==> src/rtl/vga_pkg.sv <==
`default_nettype none
// ============================================================================
// Module   : vga_pkg
// Purpose  : Shared widths and mode encodings for the text-mode pixel path.
// Revision : 1.0  initial release
// ============================================================================
package vga_pkg;

  localparam int DEFAULT_FONT_W = 8;
  localparam int DEFAULT_CNT_W  = 6;
  localparam int CROW_W         = 4;

  typedef enum logic {
    MODE_TEXT = 1'b0,
    MODE_GFX  = 1'b1
  } mode_e;

endpackage : vga_pkg
`default_nettype wire

==> src/rtl/vga_edge_det.sv <==
`default_nettype none
// ============================================================================
// Module   : vga_edge_det
// Purpose  : Single-bit registered rising-edge detector on the system clock.
// Revision : 1.0  initial release
// ============================================================================
module vga_edge_det (
  input  logic clock,
  input  logic reset,
  input  logic din,
  output logic rise
);

  logic r_din_d;

  always_ff @(posedge clock) begin
    if (reset) begin
      r_din_d <= 1'b0;
    end else begin
      r_din_d <= din;
    end
  end

  assign rise = din & ~r_din_d;

endmodule : vga_edge_det
`default_nettype wire

==> src/rtl/vga_char_shifter.sv <==
`default_nettype none
// ============================================================================
// Module   : vga_char_shifter
// Purpose  : Text-mode font serializer with attribute blink and cursor overlay.
// Revision : 1.0  initial release
// ============================================================================
module vga_char_shifter
  import vga_pkg::*;
#(
  parameter int FONT_W = DEFAULT_FONT_W,
  parameter int CNT_W  = DEFAULT_CNT_W
) (
  input  logic              clock,
  input  logic              reset,
  input  logic              px_clk,
  input  logic              _pe_chpx,
  input  logic              _charmode,
  input  logic [FONT_W-1:0] font_data,
  input  logic              blink_attr,
  input  logic              cursor_hit,
  input  logic              cursor_en,
  input  logic [CROW_W-1:0] chrow,
  input  logic [CROW_W-1:0] cur_start,
  input  logic [CROW_W-1:0] cur_end,
  input  logic              vsync,
  output logic              charpixel,
  output logic              blink_phase
);

  logic              w_px_rise;
  logic              w_vs_rise;

  logic [FONT_W-1:0] r_sreg;
  logic              r_blink_l;
  logic              r_curs_l;
  logic [CROW_W-1:0] r_row_l;
  logic [CNT_W-1:0]  r_frame_cnt;

  logic [FONT_W-1:0] w_sreg_nx;
  logic              w_blink_nx;
  logic              w_curs_nx;
  logic [CROW_W-1:0] w_row_nx;
  logic [CNT_W-1:0]  w_frame_nx;
  logic              w_cur_on;
  logic              w_in_win;
  logic              w_pix_nx;

  vga_edge_det u_px_det (
    .clock (clock),
    .reset (reset),
    .din   (px_clk),
    .rise  (w_px_rise)
  );

  vga_edge_det u_vs_det (
    .clock (clock),
    .reset (reset),
    .din   (vsync),
    .rise  (w_vs_rise)
  );

  always_comb begin
    w_sreg_nx  = r_sreg;
    w_blink_nx = r_blink_l;
    w_curs_nx  = r_curs_l;
    w_row_nx   = r_row_l;
    w_frame_nx = r_frame_cnt;

    if (mode_e'(_charmode) == MODE_GFX) begin
      w_sreg_nx  = '0;
      w_blink_nx = 1'b0;
      w_curs_nx  = 1'b0;
    end else if (w_px_rise) begin
      if (!_pe_chpx) begin
        w_sreg_nx  = font_data;
        w_blink_nx = blink_attr;
        w_curs_nx  = cursor_hit & cursor_en;
        w_row_nx   = chrow;
      end else begin
        w_sreg_nx  = {r_sreg[FONT_W-2:0], 1'b0};
      end
    end

    if (w_vs_rise) begin
      w_frame_nx = r_frame_cnt + CNT_W'(1);
    end
  end

  // The pixel is registered from next-state values so the output carries the
  // same cycle timing as the shifter while having no path from any input.
  assign w_cur_on = ~w_frame_nx[CNT_W-2];
  assign w_in_win = (cur_start <= w_row_nx) && (w_row_nx <= cur_end);
  assign w_pix_nx = (w_sreg_nx[FONT_W-1] & ~(w_blink_nx & w_frame_nx[CNT_W-1]))
                  | (w_curs_nx & w_cur_on & w_in_win);

  always_ff @(posedge clock) begin
    if (reset) begin
      r_sreg      <= '0;
      r_blink_l   <= 1'b0;
      r_curs_l    <= 1'b0;
      r_row_l     <= '0;
      r_frame_cnt <= '0;
      charpixel   <= 1'b0;
      blink_phase <= 1'b0;
    end else begin
      r_sreg      <= w_sreg_nx;
      r_blink_l   <= w_blink_nx;
      r_curs_l    <= w_curs_nx;
      r_row_l     <= w_row_nx;
      r_frame_cnt <= w_frame_nx;
      charpixel   <= w_pix_nx;
      blink_phase <= w_frame_nx[CNT_W-1];
    end
  end

endmodule : vga_char_shifter
`default_nettype wire

==> config.mk <==
export PLATFORM = sky130hd
export DESIGN_NAME = vga_char_shifter
export DESIGN_NICKNAME = d
export VERILOG_FILES = /design/src/rtl/vga_pkg.sv /design/src/rtl/vga_edge_det.sv /design/src/rtl/vga_char_shifter.sv
export SDC_FILE = /design/constraint.sdc
export NUM_CORES = 1
export LEC_CHECK = 0
export CORE_MARGIN = 5
export CORE_UTILIZATION = 41
export DETAILED_ROUTE_END_ITERATION = 12
export PLACE_DENSITY = 0.81
export REMOVE_ABC_BUFFERS = 1
export SLEW_MARGIN = 20
export SYNTH_ARGS = -nofsm -noshare
export SYNTH_HDL_FRONTEND = slang
export SYNTH_HIERARCHICAL = 1
export SYNTH_SLANG_ARGS = --single-unit
==> constraint.sdc <==
create_clock -name clock -period 2.93 [get_ports clock]
set_input_delay 0.586 -clock clock [delete_from_list [all_inputs] [get_ports clock]]
set_output_delay 0.586 -clock clock [all_outputs]
set_load 0.01 [all_outputs]
### Word-level counts from Yosys, hierarchy flattened

Index checks and enable logic that the tools add are counted.

* $lt $le $gt $ge: 2
* reductions and logical operators: 2
* multiplexer cells: 13
* bitwise operators: 12
* add/sub/neg operators: 1

Operators with widths (count)
* two-way mux 8 bit: 3
* two-way mux 4 bit: 3
* less-or-equal comparator 4 bit: 2
* bitwise AND 1 bit: 7
* adder 6 x 1 -> 6 bit, second input constant: 1
* two-way mux 1 bit: 6
* two-way mux 6 bit: 1
* NOT 1 bit: 4
* OR reduction 2 bit: 1
* logical AND 1 bit: 1
* OR 1 bit: 1

* bits in registers: 24
* output and inout bits: 2
* bits of input ports: 29

### Logic depth before layout (Yosys ltp)

* word-level depth: 8
* gate-level depth with buffers: 11
* mapped depth without buffers: 10

### Modules after synthesis

Netlist, hierarchy kept.

Modules (own cells, without submodules)
* vga_char_shifter: area each 1079.8 µm², cells each 117, instances 1
* vga_edge_det: area each 47.5 µm², cells each 3, instances 2

### Worst setup path before layout

OpenSTA, ideal clock, no wires.

* kind: input-to-reg
* start: input port px_clk
* end: register charpixel
* cell stages on the path: 10
* path slack: 428 ps
* data arrival time: 2427 ps
* data required time: 2855 ps
* library setup time: 75 ps
* cell sequence: nor2b_4 > clkbuf_2 > nand2b_4 > nor2_2 > mux2i_1 > ha_1 > and3b_1 > a2111oi_0 > o2111ai_1 > o22ai_1

* word-level cells in the longest chain between the ends: 7
* elaborated cells on any way between the ends: 18
* classes of those cells: order compare: 2; mux: 8; bitwise: 7; reduce/logical: 1

Ends and longest elaborated chain
* start, declared: RTL line vga_char_shifter.sv:15 `input logic px_clk,`
* bitwise AND 1 bit (*): RTL line vga_edge_det.sv:24 `assign rise = din & ~r_din_d;`
* two-way mux 4 bit / two-way mux 1 bit (equally long branches): RTL line vga_char_shifter.sv:73 `end else if (w_px_rise) begin`
* two-way mux 4 bit / two-way mux 1 bit (equally long branches): RTL line vga_char_shifter.sv:69 `if (mode_e'(_charmode) == MODE_GFX) begin`
* less-or-equal comparator 4 bit / bitwise AND 1 bit (equally long branches): RTL line vga_char_shifter.sv:92, vga_char_shifter.sv:93
* logical AND 1 bit / NOT 1 bit (equally long branches): RTL line vga_char_shifter.sv:92, vga_char_shifter.sv:93
* bitwise AND 1 bit (on tied branches): RTL line vga_char_shifter.sv:94, vga_char_shifter.sv:93
* OR 1 bit (*): RTL line vga_char_shifter.sv:94 `| (w_curs_nx & w_cur_on & w_in_win);`
* end signal, assigned: RTL line vga_char_shifter.sv:111 `charpixel <= w_pix_nx;`
* end, declared: RTL line vga_char_shifter.sv:26 `output logic charpixel,`

Every way passes the cells marked *; elsewhere a longest branch is shown, timed or not.
A chain may end at the register's enable or synchronous reset.

### Worst setup path in the final report

* start: input port px_clk
* end: register charpixel

* word-level cells in the longest chain between the ends: 7
* elaborated cells on any way between the ends: 18
* classes of those cells: order compare: 2; mux: 8; bitwise: 7; reduce/logical: 1

Ends and longest elaborated chain
* bitwise AND 1 bit (*): RTL line vga_edge_det.sv:24
* net w_px_rise: RTL line vga_char_shifter.sv:30 `logic w_px_rise;`
* two-way mux 4 bit / two-way mux 1 bit (equally long branches): RTL line vga_char_shifter.sv:73
* two-way mux 4 bit / two-way mux 1 bit (equally long branches): RTL line vga_char_shifter.sv:69
* less-or-equal comparator 4 bit / bitwise AND 1 bit (equally long branches): RTL line vga_char_shifter.sv:92, vga_char_shifter.sv:93
* logical AND 1 bit / NOT 1 bit (equally long branches): RTL line vga_char_shifter.sv:92, vga_char_shifter.sv:93
* bitwise AND 1 bit (on tied branches): RTL line vga_char_shifter.sv:94, vga_char_shifter.sv:93
* OR 1 bit (*): RTL line vga_char_shifter.sv:94

Mark *: on every way through the listed nets, which the timed path passes. The rest lies on a longest branch.

==> results.md <==
Synthesis:
- The share of synthesized area in the top cell type comes to 39.2%.
- The synthesized area is 1170 sq um.
- The share of synthesized area occupied by flip-flops and latches is 39.2%.
- Synthesis inferred 23 register bits.
- By area the synthesized netlist is led by sky130_fd_sc_hd__dfxtp_1 (39%), sky130_fd_sc_hd__mux2i_1 (12%), sky130_fd_sc_hd__ha_1 (9.6%).
- In the synthesized netlist the async set-or-reset flop fraction comes to 0%.
- The cell type with the largest total area after synthesis is sky130_fd_sc_hd__dfxtp_1.
- In the synthesized netlist the dominant register cell turns out to be sky130_fd_sc_hd__dfxtp_1.
- The synthesis warning total is 6.
- A synthesized cell averages 9.55 sq um.
- Synthesis produced a netlist whose cell count is 123.
- The number of synthesized flops with an enable pin is 0.
- After synthesis, the netlist uses 30 different library cells.

Global route:
- The maximum number of pins on one net before global-route repair is 17.
- The global-route wire length before repair is 4.35 mm.
- The met1 capacity usage during global routing is between 10% and 20%.
- The initial antenna violation count is 0.
- The global-route track usage on met3 is 3.37%.
- Global routing finished with a remaining overflow of 0.
- Global routing used between 20% and 30% of the available met2 tracks.
- The number of global-route vias before repair came to 1035.
- In this run the most used layer during global routing was met2.
- The combined global-route utilization of all metal layers is between 10% and 20%.

Power:
- The total leakage power is 0.700 nW.
- The fraction of power consumed by combinational cells is approximately 20%.
- Of the total power, the share spent switching nets is 25.1%.
- The internal power contribution is 0.000446 W.
- Dividing total power by cell area gives a power density of 379 nW/um^2.
- VDD sags by at most 0.236 mV.
- The part of the power in registers is 55.4%.
- The fraction of power consumed by the clock network is 24.4%.
- In this run the power spent charging and discharging nets is 0.000149 W.

Placed design:
- The congestion estimate from routability-driven global placement came to 0.819.
- The total placed instance area is between 1500 and 2000 sq um.
- The number of buffers added on ports is 30.
- Detailed placement finished with a half-perimeter wire length of 2.06 mm.

Worst setup path:
- By startpoint and endpoint, the worst setup path is classified as input port to flop.
- The critical path goes through clkdlybuf4s50_1 -> nor2b_4 -> nand2b_4 -> nor2_2 -> mux2i_1 -> ha_1 -> and3b_1 -> a2111oi_0 -> o2111ai_1 -> o22ai_1.
- Data on the critical path is required at its endpoint by between 3 and 4 ns.
- The data arrival time of the worst path is 2.89 ns.
- Of all nets on the critical path, the largest fanout is 3.
- Counting both buffers and inverters, the worst setup path holds a total of 1.
- The library cell contributing the largest single delay on the critical path is sky130_fd_sc_hd__clkdlybuf4s50_1.
- The sort of element at the start of the critical path is an input port.
- The largest single stage delay on the critical path is 0.47 ns.
- The kind of cell adding the most delay to the critical path is compound AO/OA/AOI/OAI gates.
- The category of the worst setup path capture point is a flop.

STA:
- The final period utilization is 90.0%.
- The final number of max-transition violations is 0.
- The final setup skew is 0.00657 ns.
- The final critical path time including I/O delays and setup is roughly 2.6 ns.
- At the pin with the least slew margin, the transition time is 0.381 ns.
- Setup repair after global routing left no endpoint under its margin.
- The total setup violations reported at the end of the flow is 0.
- Based on the critical path, the design can be clocked at up to 379 MHz.
- The total negative slack for setup checks is 0 ns.
- The worst slack on hold paths is 0.505 ns.
- The final number of hold-violating endpoints came to 0.
- Headroom to the max-slew limit came out at ~74%.

Min path:
- The min-delay analysis places its worst path in the category flop to flop.

Cells and area:
- The utilization after layout is 57.0%.
- The final net count is approximately 200.
- The fraction of final layout cells with drive strength greater than 1 is 13.2%.
- The antenna diode count is 0.
- The final non-filler cell area is 1570 sq um.
- In the final layout, the multi-input gates occupy 656 sq um.
- The layout overhead on the synthesized area is 33.9%.
- Summing all flip-flop and latch instances after layout gives 460 sq um.
- The fill cell instance count of the final layout is 234.

CTS:
- After clock tree synthesis, the clock-pin slew on the worst setup and hold paths is 0.13 ns.
- Once the clock tree was built, the setup fixing pass inserted 0 buffers.
- The number of hold buffers added after cts is 0.
- Clock tree synthesis selected as its root buffer the cell sky130_fd_sc_hd__clkbuf_4.
- Gates resized during post-CTS repair numbered 0.
- Counting the buffers created by CTS gives 3.
- TritonCTS built the clock tree.
- The clock tree buffer depth is 2.
- The later pin in the worst-skew pair is clocked with a latency of ~0.31 ns.
- The clock drives 23 sinks.
- The maximum level of the CTS H-tree is 1.

Floorplan:
- The number of placement rows is 19.
- The core outline area is 2760 sq um.
- In this run the vertical extent of the chip is 63.5 um.
- The die covers 4040 sq um.
- Once the floorplan was initialized, standard cells occupied 42.6% of the core.
- The horizontal die dimension is 63.5 um.
- In this run the count of I/O pins placed on the die edge is 31.

Run status:
- The run finished with clean final reports.

Flow run:
- The tool flagged a number of max-cap violations equal to 0.

Detailed routing:
- In the final routed layout, each cell accounts on average for 12.9 um.
- The residual DRC count is 0.
- The count of nets left with antenna violations once routing finished came out at 0.
- In the routed layout, each cell is associated on average with a via count of slightly above 5.
- The total wire length after detailed routing is between 2 and 2.5 mm.
- The total number of vias is 984.
- The first routing iteration left 48 violations.
- The length of the first detailed-routing pass in iterations is 4.
-- sequential cells by signal, indices dropped and copies added, names as in the netlist --
name and count:
r_frame_cnt 5, r_blink_l 1, r_curs_l 1, r_sreg 8
charpixel 1, u_px_det/r_din_d 1, r_row_l 4, u_vs_det/r_din_d 1
blink_phase 1
-- worst reg2reg max path, delay by kind of cell, from the launching register on --
family          cells  cell delay [ns]
compound gates      3             0.67
simple gates        4             0.56
flops               1             0.34
fa+ha+maj           1             0.29
mux                 1             0.28
-- kinds of logic after synthesis --
| logic type | synth area share, % |
|---|---|
| simple gates | 20.8 |
| flops | 39.2 |
| compound gates | 10.5 |
| buf+inv | 5.00 |
| mux | 11.9 |
| fa+ha+maj | 9.58 |
| xor+xnor | 2.98 |
-- synthesized netlist by cell type (2+ instances only) --
cell type and count:
sky130_fd_sc_hd__nor2b_1 3, sky130_fd_sc_hd__nand4_1 3, sky130_fd_sc_hd__a21oi_1 3, sky130_fd_sc_hd__a211oi_1 6
sky130_fd_sc_hd__o21ai_0 4, sky130_fd_sc_hd__clkbuf_1 2, sky130_fd_sc_hd__inv_1 10, sky130_fd_sc_hd__mux2i_1 14
sky130_fd_sc_hd__nor2b_4 4, sky130_fd_sc_hd__nand2_1 4, sky130_fd_sc_hd__ha_1 9, sky130_fd_sc_hd__nor2_1 19
sky130_fd_sc_hd__xor2_1 3, sky130_fd_sc_hd__dfxtp_1 23
-- final cells by class --
cell class | count | share of cell area, %
timing repair buffer | 37 | 22.4
multi-input combinational | 85 | 41.7
sequential | 23 | 29.3
clock buffer | 3 | 1.43
clock inverter | 1 | 0.318
tap | 31 | 2.47
inverter | 10 | 2.39
-- layer usage --
metal  routed length (um)  part of all wire (%)
met2                 1330                    54
met1                  971                    40
met4                   29                   1.2
met5                    0                     0
met3                  123                   5.0
-- power by group through the flow --
| stage | Sequential, W | Clock, W | Combinational, W |
|---|---|---|---|
| final | 0.000330 | 0.000145 | 0.000120 |
| after detailed placement | 0.000338 | 0 | 0.000120 |
| after floorplan | 0.000336 | 0 | 0.0000556 |
| after CTS | 0.000330 | 0.000149 | 0.000121 |
| after global routing | 0.000332 | 0.000163 | 0.000133 |
| after global placement | 0.000337 | 0 | 0.000116 |
-- cell usage in the layout, fill, tap and decap left out, types with 3 or more instances in the layout --
cell                              netlist  routed
sky130_fd_sc_hd__nand2_1                4       4
sky130_fd_sc_hd__xor2_1                 3       3
sky130_fd_sc_hd__ha_1                   9       9
sky130_fd_sc_hd__nand4_1                3       3
sky130_fd_sc_hd__o21ai_0                4       4
sky130_fd_sc_hd__clkbuf_4               0       3
sky130_fd_sc_hd__nor2b_1                3       3
sky130_fd_sc_hd__nor2_1                19      19
sky130_fd_sc_hd__clkdlybuf4s50_1        0      30
sky130_fd_sc_hd__inv_1                 10      10
sky130_fd_sc_hd__mux2i_1               14      14
sky130_fd_sc_hd__buf_4                  0       7
sky130_fd_sc_hd__a21oi_1                3       3
sky130_fd_sc_hd__nor2b_4                4       4
sky130_fd_sc_hd__a211oi_1               6       6
sky130_fd_sc_hd__dfxtp_1               23      23
-- worst paths after layout --
path | start | end | slack (ns) | depth (start not counted)
worst max-delay path | px_clk | charpixel$_SDFF_PP0_ | 0.29 | 10
worst min-delay path | r_sreg[2]$_SDFFE_PP0P_ | r_sreg[2]$_SDFFE_PP0P_ | 0.51 | 2
worst max register to register | u_px_det/r_din_d$_SDFF_PP0_ | charpixel$_SDFF_PP0_ | 0.73 | 9
worst min register to register | r_sreg[2]$_SDFFE_PP0P_ | r_sreg[2]$_SDFFE_PP0P_ | 0.51 | 2
-- stage by stage --
stage	total power (W)	setup slack, ns	std cells
global route	0.000628	0.126	190
global placement	0.000453	0.0856	186
finish	0.000596	0.292	190
floorplan	0.000392	0.388	118
CTS	0.000601	0.294	190
detailed placement	0.000458	-0.0323	186
Note: power is estimated with default switching activity, not from simulation.
==> RTL edit 1, RTL diff (same settings) <==
Register the output `charpixel` once more, cleared by the reset; this adds one clock of latency there. The other outputs are not delayed to match.
--- a/src/rtl/vga_char_shifter.sv
+++ b/src/rtl/vga_char_shifter.sv
@@ -28,2 +28,4 @@
 );
+
+  logic charpixel_s0;
 
@@ -102,3 +104,3 @@
       r_frame_cnt <= '0;
-      charpixel   <= 1'b0;
+      charpixel_s0 <= 1'b0;
       blink_phase <= 1'b0;
@@ -110,4 +112,12 @@
       r_frame_cnt <= w_frame_nx;
-      charpixel   <= w_pix_nx;
+      charpixel_s0 <= w_pix_nx;
       blink_phase <= w_frame_nx[CNT_W-1];
+    end
+  end
+
+  always_ff @(posedge clock) begin
+    if (reset) begin
+      charpixel <= '0;
+    end else begin
+      charpixel <= charpixel_s0;
     end
Behaviour: not the same (Yosys sat finds a counterexample within 4 cycles, from zero or initial values and one cycle with reset high).
==> RTL edit 1 against the unedited design <==
  * First-iteration DRC count increased by 38%
  * Non-clock buffer count unchanged
  * Sequential power rose by 4%
  * Die area rose by 1.9%
  * Routed wire length grew 3.4%
  * Area after synthesis up 2.2%
  * Design area grew 2.2%
  * Clock skew up 0.0028 ns
  * Sequential cell count increased by 1
  * Power is 7.4% higher
  * Fmax is 0.48% higher
  * Worst setup slack better by 0.013 ns
  * Largest cell class unchanged
==> RTL edit 1: results (changes against the unedited design) <==
stage,metric,value,unit,change
logic_synthesis,adder-cell share of the synthesized area,0.09375,,-0.002097
logic_synthesis,register area share after synthesis,0.4000,,+0.008094
grt,GRT Total Usage,0.1341,,+0.004940
routing,initial drt markers,66,,+38%
logic_synthesis,largest cells by area after synthesis,"dfxtp_1 40%, mux2i_1 12%, ha_1 9.4%",,
logic_synthesis,post-synthesis xor/xnor area fraction,0.02917,,-0.0006523
timing,Worst Tran Pin Value,0.3331,ns,-0.04778 ns
setup_path,CP max stage delay,0.49,ns,+0.02 ns
grt,first-pass GRT wire length,4429,µm,+1.9%
place,post-placement cell area,1572,µm²,+1.7%
clocking,Worst-Skew Late Latency,0.32,ns,
hold_path,worst hold path depth,1,,-1
place,placed instance count,188,,+1.1%
timing,Worst Skew,0.009387,ns,+0.002816 ns
final_layout,Finished Layout Cells,192,,+1.1%
final_layout,share of layout cells above drive strength 1,0.1304,,-0.001641
hold_path,hold_sp,charpixel_s0,,
routing,routed vias,987,,+0.30%
place,GPL Wtd Cong,0.7482,,-8.6%
final_layout,Largest regs,"r_sreg: 8 flops, r_frame_cnt: 5 flops, r_row_l: 4 flops",,
place,DP HPWL,2094,µm,+1.6%
grt,vias in the first global route,1049,,+1.4%
place,"worst slack, placed",-0.04560,ns,-0.01326 ns
final_layout,Layout Nets,200,,+1.0%
logic_synthesis,compound-cell area share of the yosys netlist,0.1031,,-0.002306
power,LEAKAGE,0.7135,nW,+1.9%
clocking,"Reg clk slew, reported paths",0.13,ns,about the same
hold_path,hold path endpoint,charpixel,,
outcome,run status,completed,,
logic_synthesis,Synth Area per Inst,9.609,µm²,+0.60%
routing,Routed WL per cell,13.23,µm,+2.3%
final_layout,Filler cells,240,,+2.6%
power,Max VDD drop,0.2909,mV,+23%
grt,initial antenna violation count,0,,unchanged
timing,min Tclk post-route,2.626,ns,-0.01271 ns
logic_synthesis,Synth top cells by count,"24 x dfxtp_1, 19 x nor2_1, 14 x mux2i_1",,
setup_path,FF-to-FF End,charpixel_s0,,
logic_synthesis,mux share of post-synthesis cell area,0.1167,,-0.002609
## RTL edit 1: changes by cell type after synthesis
cell      change
dfxtp_1       +1
buf_1         +1
nor2b_1       +1
clkbuf_1      -1
## RTL edit 1: power breakdown
part	internal, mW	total (mW)	switching, mW
registers	0.338	0.344	0.00672
logic	0.0718	0.122	0.0497
clock network	0.0761	0.174	0.0977
## RTL edit 1: worst max path at each step
stage | from | endpoint | cells after the start
finish | px_clk | charpixel_s0 | 10
global route | px_clk | charpixel_s0 | 10
CTS | px_clk | charpixel_s0 | 10
detailed placement | px_clk | charpixel_s0 | 10
global placement | px_clk | charpixel_s0 | 10
floorplan | px_clk | charpixel_s0 | 9
## RTL edit 1: worst max-delay path: cells and delay by family
family / cells / cell delay (ns)
and+or+nand+nor: 4 / 0.60
muxes: 1 / 0.27
adders and majority gates: 1 / 0.29
AOI/OAI and AO/OA: 3 / 0.65
buffers and inverters: 1 / 0.49
## RTL edit 1: cell type report
type / instances / area (µm²) / share of cell area
timing repair buffer: 37 / 352.8 / 0.2195
inverter: 10 / 37.54 / 0.02335
clock buffer: 4 / 36.28 / 0.02257
sequential: 24 / 480.5 / 0.2988
tap: 31 / 38.79 / 0.02412
multi-input combinational: 86 / 661.9 / 0.4117
## RTL edit 1: metal layers
layer | GRT usage | vias up | wire length, µm
li1 | - | 499 | -
met3 | 0.03327 | 7 | 144
met2 | 0.2136 | 31 | 1202
met5 | 0 | - | 0
met4 | 0.06870 | 0 | 69
met1 | 0.1670 | 450 | 1124
## RTL edit 1: stage by stage
step / total power [mW] / hold WS, ns
after floorplan: 0.4063 / 0.4138
after global placement: 0.4665 / 0.4515
after detailed placement: 0.4734 / 0.4701
after CTS: 0.6517 / 0.4735
after global routing: 0.6753 / 0.4878
final: 0.6397 / 0.4652
==> RTL edit 2, RTL diff (same flow settings) <==
Without the edit above. Set the package constant `DEFAULT_FONT_W` to 10 (it was 8).
--- a/src/rtl/vga_pkg.sv
+++ b/src/rtl/vga_pkg.sv
@@ -8,3 +8,3 @@
 
-  localparam int DEFAULT_FONT_W = 8;
+  localparam int DEFAULT_FONT_W = 10;
   localparam int DEFAULT_CNT_W  = 6;
Interface: changed (resized font_data); port bits go from 31 to 33. The function was not compared with the original's and may differ.
==> RTL edit 2 against the unedited design <==
  * Count of clock-buffer cells in the layout stayed put
  * Design area is 7.2% higher
  * Largest cell class unchanged
  * Synthesized cell count is 6.5% higher
  * Critical endpoint unchanged
  * Power is 8.1% higher
  * Worst setup slack worse by 0.093 ns
  * Area after synthesis is 5.3% higher
  * Routed wire length is 8.2% higher
  * Sequential cell count is 2 higher
  * Global-route usage is 0.49 points higher
  * Critical path depth is 1 higher
==> RTL edit 2: results (changes against the unedited design) <==
stage,metric,value,unit,change
routing,vias per std cell,4.971,,-4.0%
setup_path,worst reg2reg path startpoint,u_px_det/r_din_d,,
timing,Worst Tran Pin Value,0.2529,ns,-0.1280 ns
final_layout,share of layout cells above drive strength 1,0.1272,,-0.004908
routing,Routed WL per cell,12.90,µm,-0.22%
setup_path,Top delay family on crit path,simple AND/OR/NAND/NOR gates,,
setup_path,Worst Path Max Fanout,4,,+1
place,IO buf count,32,,+6.7%
setup_path,CP max-delay cell,clkdlybuf4s50_1,,
place,"worst slack, placed",-0.1364,ns,-0.1041 ns
hold_path,Hold Path Class,flop to flop,,
logic_synthesis,Mapped Cells,131,,+6.5%
setup_path,CP Data Arrival Time,2.96,ns,+0.07 ns
final_layout,Filler cells,259,,+11%
power,LEAKAGE,0.7554,nW,+7.9%
logic_synthesis,largest cells by area after synthesis,"dfxtp_1 40%, mux2i_1 12%, ha_1 9.1%",,
logic_synthesis,Synth top cells by count,"25 x dfxtp_1, 23 x nor2_1, 15 x mux2i_1",,
final_layout,Layout Nets,214,,+8.1%
routing,routed vias,1024,,+4.1%
timing,Worst Skew,0.009602,ns,+0.003031 ns
routing,initial drt markers,33,,-31%
grt,first-pass GRT wire length,4429,µm,+1.9%
setup_path,Worst setup startpoint,px_clk,,
grt,largest net degree at the start of global routing,21,,+4
place,GPL Wtd Cong,0.8061,,-1.6%
outcome,run status,completed,,
power,Max VDD drop,0.1697,mV,-28%
place,placed instance count,202,,+8.6%
clocking,# resized after CTS,0,,unchanged
logic_synthesis,register area share after synthesis,0.4044,,+0.01254
grt,initial antenna violation count,0,,unchanged
hold_path,hold_sp,r_sreg[1],,
logic_synthesis,library cells used by synthesis,29,,-3.3%
grt,GRT Total Usage,0.1340,,+0.004874
final_layout,Largest regs,"r_sreg: 10 flops, r_frame_cnt: 5 flops, r_row_l: 4 flops",,
place,DP HPWL,2225,µm,+7.9%
clocking,CTS HTree Levels,1,,unchanged
==> RTL edit 2: changes by cell type in the layout (fill, tap and decap cells not counted), moves of 2 or more <==
| cell | delta |
|---|---|
| buf_4 | +4 |
| nor2_1 | +4 |
| a211oi_1 | +3 |
| inv_1 | +3 |
| clkdlybuf4s50_1 | +2 |
| dfxtp_1 | +2 |
| nand2_1 | -2 |
| nor2b_1 | -2 |
==> RTL edit 2: cell families after synthesis <==
| family | after synthesis | synth area share |
|---|---|---|
| buffers and inverters | 18 | 0.06168 |
| flip-flops | 25 | 0.4044 |
| multiplexers | 15 | 0.1213 |
| adder cells (fa/ha/maj) | 9 | 0.09100 |
| AO/OA/AOI/OAI | 21 | 0.1163 |
| AND/OR/NAND/NOR | 39 | 0.1770 |
| XOR/XNOR | 4 | 0.02832 |
==> RTL edit 2: path summary, 6_finish.rpt <==
path,cells past startpoint,slack (ns),to
max,11,0.20,charpixel
min,2,0.50,r_sreg[1]
max reg2reg,10,0.62,charpixel
min reg2reg,2,0.50,r_sreg[1]
==> RTL edit 2: final cells by class <==
class / instances / area, µm² / share of cell area
tap: 33 / 41.29 / 0.02450
sequential: 25 / 500.5 / 0.2970
inverter: 13 / 48.80 / 0.02895
timing repair buffer: 43 / 402.9 / 0.2390
multi-input combinational: 88 / 664.4 / 0.3942
clock buffer: 3 / 22.52 / 0.01336
clock inverter: 1 / 5.005 / 0.002970
==> RTL edit 2: layer usage <==
| layer | up-vias | track usage | share of wire |
|---|---|---|---|
| met2 | 23 | 0.2644 | 0.55 |
| li1 | 534 | - | - |
| met3 | 2 | 0.03466 | 0.048 |
| met4 | 0 | 0.03166 | 0.0071 |
| met5 | - | 0 | 0 |
| met1 | 465 | 0.1380 | 0.39 |
==> RTL edit 2: tightest hold or removal path, cell delays in order (launching register included) <==
cell      delay (ns)
dfxtp_1         0.34
nor2_1          0.08
a211oi_1        0.05
==> RTL edit 2: report_power, final <==
| group | leakage, nW | switching, mW | total (mW) | internal (mW) |
|---|---|---|---|---|
| registers | 0.204 | 0.00664 | 0.359 | 0.352 |
| clock network | 0.0177 | 0.100 | 0.151 | 0.0510 |
| logic | 0.534 | 0.0527 | 0.134 | 0.0810 |
==> RTL edit 2: through the flow <==
| step | total power, mW | cell area [µm²] |
|---|---|---|
| finish | 0.6437 | 1685 |
| global route | 0.6810 | 1685 |
| CTS | 0.6519 | 1682 |
| detailed placement | 0.4995 | 1654 |
| global placement | 0.4935 | 1654 |
| floorplan | 0.4259 | 1210 |
